## config.mk

```make
export PLATFORM = sky130hd
export DESIGN_NAME = fifo_serializer_flat
export DESIGN_NICKNAME = d
export VERILOG_FILES = /design/src/rtl/fifo_serializer_if.sv /design/src/rtl/fifo_serializer.sv /design/src/flat_wrapper.sv
export SDC_FILE = /design/constraint.sdc
export NUM_CORES = 1
export LEC_CHECK = 0
export CAP_MARGIN = 20
export CORE_MARGIN = 5
export CORE_UTILIZATION = 30
export DETAILED_ROUTE_END_ITERATION = 6
export DONT_BUFFER_PORTS = 1
export RECOVER_POWER = 100
export REMOVE_ABC_BUFFERS = 1
export SYNTH_ARGS = -nofsm -noshare
export SYNTH_HDL_FRONTEND = slang
export SYNTH_SLANG_ARGS = --single-unit
```

## constraint.sdc

```tcl
create_clock -name clk -period 1.6 [get_ports clk]
set_input_delay 0.16 -clock clk [delete_from_list [all_inputs] [get_ports clk]]
set_output_delay 0.16 -clock clk [all_outputs]
set_load 0.02 [all_outputs]
```

## src/rtl/fifo_serializer_if.sv

```systemverilog
// Bundle between the FIFO read port, the serializer and its downstream bit sink.
interface fifo_serializer_if #(
  parameter int unsigned FIFO_WIDTH = 16,
  parameter int unsigned CNT_WIDTH  = 8
);
  logic                  fifo_empty;
  logic [FIFO_WIDTH-1:0] fifo_data_out;
  logic                  fifo_rd_en;
  logic                  ser_ready;
  logic                  ser_valid;
  logic                  ser_bit;
  logic                  ser_first;
  logic                  busy;
  logic [CNT_WIDTH-1:0]  word_count;

  modport master (
    input  fifo_empty, fifo_data_out, ser_ready,
    output fifo_rd_en, ser_valid, ser_bit, ser_first, busy, word_count
  );

  modport slave (
    output fifo_empty, fifo_data_out, ser_ready,
    input  fifo_rd_en, ser_valid, ser_bit, ser_first, busy, word_count
  );
endinterface

```

## src/rtl/fifo_serializer.sv

```systemverilog
// FIFO drain stage: pops one word at a time and shifts it out MSB-first on a
// one-bit valid/ready stream, counting completed words.
module fifo_serializer #(
  parameter int unsigned FIFO_WIDTH = 16,
  parameter int unsigned CNT_WIDTH  = 8
) (
  input  logic              clk,
  input  logic              rst,
  fifo_serializer_if.master bus
);
  localparam int unsigned BW = (FIFO_WIDTH > 1) ? $clog2(FIFO_WIDTH) : 1;
  localparam logic [BW-1:0] BIT_TOP = BW'(FIFO_WIDTH - 1);

  typedef enum logic [1:0] {IDLE, RD, LOAD, SHIFT} state_t;

  state_t                state, state_nxt;
  logic [FIFO_WIDTH-1:0] shreg;
  logic [BW-1:0]         bitcnt;
  logic [CNT_WIDTH-1:0]  word_count;
  logic                  rd_en, valid, load_en, shift_en, last_xfer;

  always_ff @(posedge clk or posedge rst) begin
    if (rst) state <= IDLE;
    else     state <= state_nxt;
  end

  always_comb begin
    state_nxt = state;
    rd_en     = 1'b0;
    valid     = 1'b0;
    load_en   = 1'b0;
    shift_en  = 1'b0;
    last_xfer = 1'b0;
    case (state)
      IDLE:  if (!bus.fifo_empty) state_nxt = RD;
      RD: begin
        rd_en     = 1'b1;
        state_nxt = LOAD;
      end
      LOAD: begin
        load_en   = 1'b1;
        state_nxt = SHIFT;
      end
      SHIFT: begin
        valid = 1'b1;
        if (bus.ser_ready) begin
          if (bitcnt == '0) begin
            // fifo_empty is only consulted here and in IDLE, so one read at most is in flight
            last_xfer = 1'b1;
            state_nxt = bus.fifo_empty ? IDLE : RD;
          end else begin
            shift_en = 1'b1;
          end
        end
      end
      default: state_nxt = IDLE;
    endcase
  end

  always_ff @(posedge clk or posedge rst) begin
    if (rst) begin
      shreg      <= '0;
      bitcnt     <= '0;
      word_count <= '0;
    end else begin
      if (load_en) begin
        shreg  <= bus.fifo_data_out;
        bitcnt <= BIT_TOP;
      end else if (shift_en) begin
        shreg  <= shreg << 1;
        bitcnt <= bitcnt - 1'b1;
      end
      if (last_xfer) word_count <= word_count + 1'b1;
    end
  end

  assign bus.fifo_rd_en = rd_en;
  assign bus.ser_valid  = valid;
  assign bus.ser_bit    = valid & shreg[FIFO_WIDTH-1];
  assign bus.ser_first  = valid & (bitcnt == BIT_TOP);
  assign bus.busy       = (state != IDLE);
  assign bus.word_count = word_count;
endmodule

```

## src/flat_wrapper.sv

```systemverilog
// flat-port wrapper written by rule: the top's interface ports become plain ports
module fifo_serializer_flat 
#(
  parameter int unsigned FIFO_WIDTH = 16,
  parameter int unsigned CNT_WIDTH  = 8
)
  (clk, rst, bus_fifo_empty, bus_fifo_data_out, bus_ser_ready, bus_fifo_rd_en, bus_ser_valid, bus_ser_bit, bus_ser_first, bus_busy, bus_word_count);
  fifo_serializer_if #(.FIFO_WIDTH(FIFO_WIDTH), .CNT_WIDTH(CNT_WIDTH)) bus_i ();
  input  logic clk;
  input  logic rst;
  input wire logic [$bits(bus_i.fifo_empty)-1:0] bus_fifo_empty;
  input wire logic [$bits(bus_i.fifo_data_out)-1:0] bus_fifo_data_out;
  input wire logic [$bits(bus_i.ser_ready)-1:0] bus_ser_ready;
  output wire logic [$bits(bus_i.fifo_rd_en)-1:0] bus_fifo_rd_en;
  output wire logic [$bits(bus_i.ser_valid)-1:0] bus_ser_valid;
  output wire logic [$bits(bus_i.ser_bit)-1:0] bus_ser_bit;
  output wire logic [$bits(bus_i.ser_first)-1:0] bus_ser_first;
  output wire logic [$bits(bus_i.busy)-1:0] bus_busy;
  output wire logic [$bits(bus_i.word_count)-1:0] bus_word_count;
  assign bus_i.fifo_empty = bus_fifo_empty;
  assign bus_i.fifo_data_out = bus_fifo_data_out;
  assign bus_i.ser_ready = bus_ser_ready;
  assign bus_fifo_rd_en = bus_i.fifo_rd_en;
  assign bus_ser_valid = bus_i.ser_valid;
  assign bus_ser_bit = bus_i.ser_bit;
  assign bus_ser_first = bus_i.ser_first;
  assign bus_busy = bus_i.busy;
  assign bus_word_count = bus_i.word_count;
  fifo_serializer #(.FIFO_WIDTH(FIFO_WIDTH), .CNT_WIDTH(CNT_WIDTH)) u_core (.clk(clk), .rst(rst), .bus(bus_i));
endmodule
```

==> results of run 1 <==
[layout make-up]
class | instances | area share
Clock inverter | 1 | 0.00242
Timing Repair Buffer | 25 | 0.0955
Clock buffer | 7 | 0.0417
Sequential cell | 30 | 0.363
Inverter | 7 | 0.0127
Tap cell | 70 | 0.0423
Multi-Input combinational cell | 104 | 0.442
[cell usage after synthesis (3+ instances only)]
cell type	number	area, sq um
a2bb2oi_1	15	131
xor2_1	6	52.6
o21ai_1	3	15.0
nand3_1	6	30.0
inv_1	6	22.5
ha_1	10	125
dfrtp_1	30	751
a31oi_1	17	106
o21ai_0	18	90.1
nand2_1	3	11.3
clkbuf_1	9	33.8
[sequential cells by signal, indices dropped and copies added, names as in the netlist]
register	flops
u_core.bus.word_count	8
u_core.bitcnt	4
u_core.shreg	16
u_core.state	2
[what timing repair did]
item | CTS | global route
hold buffers | 2 | 0
gates resized for setup | 5 | 22
pin swaps | 0 | 6
endpoints found under the hold margin | 31 | 0
buffers inserted | 0 | 1
setup endpoints to repair | 13 | 27
[per-layer routing]
metal	GRT usage	vias to the layer above
li1	-	614
met1	0.152	630
met2	0.174	37
met3	0.0475	8
met4	0.0439	0
met5	0	-
[kinds of logic (layout without fill, tap and decap cells)]
family          Yosys count  in the layout
fa+ha+maj                10             10
compound gates           57             57
flops                    30             30
buf+inv                  19             40
mux                       2              2
xor+xnor                  7              7
simple gates             28             28
[stage by stage]
stage	std cells	utilization	hold WS (ns)	total power, mW
after detailed placement	233	0.351	0.160	2.67
after CTS	243	0.380	0.0202	3.36
after global placement	233	0.351	0.161	2.63
after global routing	244	0.400	0.00810	3.76
final	244	0.400	0.0271	3.47
after floorplan	141	-	0.251	2.18
[final timing paths]
check                      cells past startpoint            startpoint                       end  slack (ns)
hold / removal                                 1  bus_fifo_data_out[5]           u_core.shreg[5]        0.03
hold reg to reg                                2       u_core.shreg[8]           u_core.shreg[8]        0.54
max in group asynchronous                      3                   rst           u_core.state[1]        0.52
setup / recovery                               6      u_core.bitcnt[1]          u_core.shreg[12]       0.008
min in group asynchronous                      3                   rst  u_core.bus.word_count[6]        0.54
setup reg to reg                               6      u_core.bitcnt[1]          u_core.shreg[12]       0.008
[power breakdown]
part,internal (mW),total [mW],switching (mW)
sequential,1.04,1.22,0.182
clock,0.347,0.634,0.287
combinational,0.770,1.62,0.849
==> flow_summary.yaml, run 1 <==
status:
  status: "finished clean"
clock_network:
  h-tree-depth: 2
  path_clk_slew_ns: 0.06
  cts_root_buffer: "clkbuf_8"
  clockBufferDepth: 2
  numCtsBuffers: 5
  clk_latency_ns: 0.28
  clock-sinks: 30
  cts_tree: "done"
yosys:
  synth_edf_count: 0
  netlist_area_sq_um: 1620
  synth_area_per_cell_sq_um: 10.6
  yosys.area_share.adder: 0.0773
  ys_seq_area_frac: 0.464
  synth_top_family_by_area: "compound AO/OA/AOI/OAI gates"
  synth-simple-area-share: 0.123
  synth-main-ff-cell: "dfrtp_1"
  synth_mux_area_frac: 0.0139
  synth_cell_types: 33
  synth_xor_area_frac: 0.0379
  synthCells: 153
  yosys_warnings: 0
  ys_seq_elements: 30
  synth_compound_area_frac: 0.233
  postSynth.asyncResetShare: 1.00
detailed_routing:
  highest_layer: "met4"
  drt-met1-wl_um: 1740
  drt_iter0_markers: 74
  firstDrtPassIters: 4
  wl_per_cell_um: 16.2
  met2WireLength_um: 1890
  ant_nets: 0
  route.met3.wl_um: 259
  routed_wl_um: 3950
  viasPerCell: 5.28
  vias: 1289
  drc: 0
global_routing:
  grt.total_usage: 0.117
  grt_pass1_vias: 1303
  grt_pass1_wl_um: 6530
  grt_max_degree: 31
  grt_overflow: 0
  antenna_found_initial: 0
floorplanning:
  rows: 26
  dieArea_sq_um: 6960
  die_h_um: 83.4
  die_w_um: 83.4
  initial_core_util: 0.313
  fp.coreArea_sq_um: 5170
  ios: 33
timing:
  fmax_ghz: 0.628
  fin_ws_ns: 0.00799
  hold_viol: 0
  worstMarginPinSlew_ns: 0.776
  fin_skew_ns: 0.00519
  setup_viol: 0
  rsz0062_at_grt: "true"
  timing.final.max_slew_violations: 0
  relSlewSlack: 0.483
  tns_ns: 0
  fin_crit_ns: 1.59
  post-route-period-util: 0.995
setup_path:
  cpPeakStageDelay_ns: 0.41
  path_buf_inv: 2
  cp_slowest_cell: "or3b_4"
  crit_path_start_kind: "register"
  cp_data_required_time_ns: 1.76
  critPathTopFamily: "simple AND/OR/NAND/NOR gates"
  critical_path_arrival_ns: 1.75
  crit_type: "register to register"
  crit_path_cell_trace: "inv_2, ha_4, or3b_4, buf_8, a31oi_2, a2bb2oi_1"
  crit_fanout: 17
  crit_path_end_kind: "register"
cells_and_area:
  fin_area_sq_um: 2070
  antennaDiodeCount: 0
  final_cell_mix: "dfrtp_1, o21ai_0, buf_4, a2bb2oi_1"
  fillers: 505
  layout_commonest_cell: "dfrtp_1"
  nets: 203
  seq_area_sq_um: 752
  drive_gt1_frac: 0.287
  syn_to_final_growth_pct: 27.9
  multiInputGateArea_sq_um: 915
placed_design:
  place.gp.congestion: 0.745
  hpwlAfterDp_um: 2650
  io_buffers: 0
  pre_cts_slack_ns: -0.0897
  detailed_place.area_sq_um: 1810
min_path:
  min_path_type: "input pin to register"
power_and_ir_drop:
  peakVddDrop_mv: 0.905
  powerDensity_nw_per_um2: 1680
  p_leak_nw: 0.929
flow_run:
  cap_violations: 0
No activity file was read; power rests on OpenSTA's default activity.
==> run 2: changes to the inputs <==
--- a/config.mk
+++ b/config.mk
@@ -6,6 +6,7 @@
 export NUM_CORES = 1
 export LEC_CHECK = 0
 export CAP_MARGIN = 20
+export CORE_ASPECT_RATIO = 0.75
 export CORE_MARGIN = 5
 export CORE_UTILIZATION = 30
 export DETAILED_ROUTE_END_ITERATION = 6
==> flow_summary.yaml, run 2 (synthesis results as in run 1) <==
status:
  status: "finished, violations left"
  violations: "setup timing"
clock_network:
  cts_tree: "done"
  clock-sinks: 30
  clockBufferDepth: 2
  numCtsBuffers: 5
  h-tree-depth: 2
  path_clk_slew_ns: 0.06
  cts_root_buffer: "clkbuf_8"
  clk_latency_ns: 0.28
detailed_routing:
  wl_per_cell_um: 16.0
  drc: 0
  ant_nets: 0
  firstDrtPassIters: 4
  drt_iter0_markers: 100
  vias: 1294
  routed_wl_um: 4000
  viasPerCell: 5.20
power_and_ir_drop:
  peakVddDrop_mv: 0.727
  totalPowerFinal_mw: 3.51
  powerDensity_nw_per_um2: 1680
  p_leak_nw: 0.935
flow_run:
  cap_violations: 0
floorplanning:
  die_h_um: 73.6
  initial_core_util: 0.306
  ios: 33
  die_w_um: 94.8
  dieArea_sq_um: 6980
  rows: 23
  fp.coreArea_sq_um: 5300
cells_and_area:
  top_regs: "u_core.shreg (16), u_core.bus.word_count (8), u_core.bitcnt (4)"
  largest_reg_flops: 16
  final_cell_mix: "dfrtp_1, o21ai_0, buf_4, a2bb2oi_1, a31oi_1"
  syn_to_final_growth_pct: 29.5
  utilization: 0.396
  layout_commonest_cell: "dfrtp_1"
  fillers: 537
  drive_gt1_frac: 0.293
  nets: 203
  fin_area_sq_um: 2100
  antennaDiodeCount: 0
  largest-register: "u_core.shreg"
setup_path:
  crit_type: "register to register"
  regToRegStartpoint: "u_core.bitcnt[1]"
  startpoint: "u_core.bitcnt[1]"
  cp_slowest_cell: "or3b_4"
  critical_path_arrival_ns: 1.78
  r2r_slack_ns: -0.02
  crit_path_start_kind: "register"
  crit_fanout: 18
  cp_data_required_time_ns: 1.76
  r2r-end: "u_core.shreg[7]"
  crit_path_cell_trace: "inv_2, ha_4, or3b_4, buf_8, a31oi_1, a2bb2oi_1"
  cpPeakStageDelay_ns: 0.41
  reg2reg_depth: 6
  crit_path_end_kind: "register"
timing:
  fin_crit_ns: 1.62
  fin_skew_ns: 0.00741
  post-route-period-util: 1.01
  worstMarginPinSlew_ns: 0.771
  timing.final.max_slew_violations: 0
  fin_ws_ns: -0.0167
  rsz0062_at_grt: "true"
  fmax_ghz: 0.619
  hold_viol: 0
  relSlewSlack: 0.486
  setup_viol: 2
global_routing:
  antenna_found_initial: 0
  grt.total_usage: 0.126
  grt_max_degree: 31
  grt_pass1_vias: 1293
  grt_overflow: 0
  grt_pass1_wl_um: 6570
placed_design:
  pre_cts_slack_ns: -0.117
  detailed_place.area_sq_um: 1840
  place.gp.congestion: 0.738
  io_buffers: 0
  hpwlAfterDp_um: 2610
min_path:
  min_from: "bus_fifo_data_out[0]"
  min_path_type: "input pin to register"
  min_to: "u_core.shreg[0]"
  holdPathStages: 2
## run 2: worst max-delay path: cells and delay by family, from the launching register on
family	cells	cell delay, ns
simple gates	1	0.41
flops	1	0.39
compound gates	2	0.29
buf+inv	2	0.28
fa+ha+maj	1	0.13
## run 2: how the worst max path moves through the flow
stage               slack, ns  depth (start not counted)                        to
floorplan               -0.44                          5  u_core.bus.word_count[2]
finish                  -0.02                          6           u_core.shreg[7]
CTS                     -0.08                          6  u_core.bus.word_count[6]
global placement        -0.06                          6  u_core.bus.word_count[6]
detailed placement      -0.12                          6  u_core.bus.word_count[6]
global route            -0.05                          5  u_core.bus.word_count[1]
## run 2: layout make-up
class | instances | area (sq um) | area share
flip-flops and latches | 30 | 752 | 0.359
well taps | 75 | 93.8 | 0.0448
clock inverters | 1 | 5.00 | 0.00239
repair buffers | 25 | 211 | 0.101
multi-input cells | 104 | 921 | 0.439
clock buffers | 7 | 86.3 | 0.0412
inverters | 7 | 26.3 | 0.0125
## run 2: metrics by stage
step	TNS, ns	cells	hold WS (ns)
floorplan	-9.71	141	0.251
global placement	-0.169	238	0.157
detailed placement	-0.399	238	0.160
CTS	-0.337	247	0.00258
global route	-0.513	249	0.00952
finish	-0.0203	249	0.0109
## run 2: routing by layer
metal / GRT usage / wire [um] / vias to the layer above
met3: 0.0502 / 269 / 6
met4: 0.0576 / 72 / 0
li1: - / - / 615
met5: 0 / 0 / -
met1: 0.165 / 1810 / 629
met2: 0.182 / 1840 / 44
## run 2: power by group
part | internal [mW] | total (mW) | leakage [nW] | switching (mW)
Sequential | 1.04 | 1.21 | 0.357 | 0.177
Clock | 0.346 | 0.626 | 0.0482 | 0.279
Combinational | 0.811 | 1.68 | 0.530 | 0.865
## run 2: what timing repair did
action                     CTS  global route
hold endpoints to repair    30             0
setup endpoints to repair   19            27
hold buffers                 1             0
gates resized for setup      4            22
pin swaps                    0             6
setup buffers                0             2
==> run 3: changes to the inputs <==
--- a/config.mk
+++ b/config.mk
@@ -6,7 +6,7 @@
 export NUM_CORES = 1
 export LEC_CHECK = 0
 export CAP_MARGIN = 20
-export CORE_ASPECT_RATIO = 0.75
+export CORE_ASPECT_RATIO = 1.25
 export CORE_MARGIN = 5
 export CORE_UTILIZATION = 30
 export DETAILED_ROUTE_END_ITERATION = 6
==> flow_summary.yaml, run 3 (synthesis results as in run 1) <==
global_routing:
  antenna_found_initial: 0
  grt_pass1_vias: 1271
  grt_max_degree: 31
  grt_overflow: 0
  grt.total_usage: 0.123
  grt_pass1_wl_um: 6560
detailed_routing:
  routed_wl_um: 4320
  drc: 0
  drt_iter0_markers: 76
  viasPerCell: 5.45
  vias: 1296
  ant_nets: 0
  firstDrtPassIters: 4
  wl_per_cell_um: 18.1
clock_network:
  numCtsBuffers: 5
  cts_root_buffer: "clkbuf_8"
  cts_tree: "done"
  clk_latency_ns: 0.28
  clockBufferDepth: 2
  path_clk_slew_ns: 0.07
  clock-sinks: 30
  h-tree-depth: 2
floorplanning:
  rows: 30
  initial_core_util: 0.304
  ios: 33
  die_w_um: 75.7
  dieArea_sq_um: 6970
  fp.coreArea_sq_um: 5330
  die_h_um: 92.1
setup_path:
  crit_path_start_kind: "register"
  crit_path_end_kind: "register"
  critical_path_arrival_ns: 1.86
  cp_data_required_time_ns: 1.80
  crit_type: "register to register"
  crit_fanout: 8
cells_and_area:
  syn_to_final_growth_pct: 39.2
  largest_reg_flops: 16
  fillers: 495
  top_regs: "u_core.shreg (16), u_core.bus.word_count (8), u_core.bitcnt (4)"
  antennaDiodeCount: 0
  drive_gt1_frac: 0.368
  fin_area_sq_um: 2250
  multiInputGateArea_sq_um: 1060
  fin_cells: 238
  final_cell_mix: "dfrtp_1, o21ai_0, buf_4, a31oi_4"
  nets: 203
  largest-register: "u_core.shreg"
  seq_area_sq_um: 752
  layout_commonest_cell: "dfrtp_1"
timing:
  hold_viol: 0
  fin_crit_ns: 1.66
  rsz0062_at_grt: "true"
  post-route-period-util: 1.03
  timing.final.max_slew_violations: 0
  fmax_ghz: 0.604
  relSlewSlack: 0.490
  tns_ns: -0.525
  fin_skew_ns: 0.00508
  hold_ws_ns: 0.0172
  fin_ws_ns: -0.0556
  worstMarginPinSlew_ns: 0.765
  setup_viol: 17
power_and_ir_drop:
  swShare: 0.393
  pwr-share-seq: 0.326
  p_leak_nw: 0.959
  peakVddDrop_mv: 0.676
  intPower_mw: 2.35
  p_sw_mw: 1.52
  p_comb_frac: 0.511
  powerDensity_nw_per_um2: 1720
  clkPwrFrac: 0.162
status:
  status: "finished, violations left"
  violations: "setup timing"
placed_design:
  place.gp.congestion: 0.742
  hpwlAfterDp_um: 2630
  io_buffers: 0
  dpl.cell_count: 226
  detailed_place.area_sq_um: 1820
min_path:
  min_path_type: "input pin to register"
flow_run:
  cap_violations: 0
-- run 3: changes by cell type in the layout (fill, tap and decap cells not counted), moves of 2 or more --
cell / previous run / this run
a31oi_2: 5 / 3
a2bb2oi_1: 15 / 8
buf_12: 1 / 3
a31oi_1: 9 / 4
a2bb2oi_2: 0 / 7
a31oi_4: 3 / 10
buf_8: 2 / 0
buf_4: 17 / 15
-- run 3: critical path, stage by stage, from the launching register on --
cell	delay, ns
dfrtp_1	0.40
inv_2	0.09
ha_4	0.12
or3b_4	0.48
nor4_2	0.34
xor2_1	0.16
-- run 3: worst paths after layout --
| path | cells past startpoint | slack [ns] | startpoint | end |
|---|---|---|---|---|
| max | 5 | -0.06 | u_core.bitcnt[0] | u_core.bus.word_count[5] |
| min | 2 | 0.02 | bus_fifo_data_out[0] | u_core.shreg[0] |
| max reg2reg | 5 | -0.06 | u_core.bitcnt[0] | u_core.bus.word_count[5] |
| min reg2reg | 2 | 0.55 | u_core.shreg[15] | u_core.shreg[15] |
| max in group asynchronous | 3 | 0.53 | rst | u_core.state[1] |
| min in group asynchronous | 3 | 0.54 | rst | u_core.bus.word_count[7] |
-- run 3: power by group through the flow --
stage          Sequential [mW]  Combinational (mW)  Clock [mW]
2_1_floorplan             1.16                1.02           0
3_3_place_gp              1.19                1.45           0
3_5_place_dp              1.19                1.49           0
4_1_cts                   1.18                1.55       0.648
5_1_grt                   1.29                2.16       0.681
6_report                  1.26                1.98       0.628
-- run 3: final cells by class --
class | count | share of cell area
Clock inverter | 1 | 0.00222
Multi-Input combinational cell | 104 | 0.471
Sequential cell | 30 | 0.334
Tap cell | 64 | 0.0356
Clock buffer | 7 | 0.0383
Timing Repair Buffer | 25 | 0.108
Inverter | 7 | 0.0117
-- run 3: what timing repair did --
action,4_1_cts,5_1_grt
pin swaps,1,14
hold buffers,1,0
hold endpoints to repair,30,0
resized for setup,15,29
gates cloned,0,2
setup endpoints to repair,25,25
setup buffers,1,0
-- run 3: stage by stage --
step / util / power (mW) / setup WS, ns
after detailed placement: 0.342 / 2.68 / -0.172
after CTS: 0.374 / 3.38 / -0.0294
after global placement: 0.342 / 2.64 / -0.161
after floorplan: - / 2.18 / -0.435
after global routing: 0.423 / 4.14 / -0.117
final: 0.423 / 3.87 / -0.0556
-- run 3: routing by layer --
| metal | global-route usage | vias to the layer above | share of wire |
|---|---|---|---|
| met5 | 0 | - | 0 |
| met4 | 0.0394 | 0 | 0.0088 |
| met3 | 0.0450 | 4 | 0.059 |
| met2 | 0.192 | 35 | 0.51 |
| met1 | 0.156 | 640 | 0.42 |
| li1 | - | 617 | - |
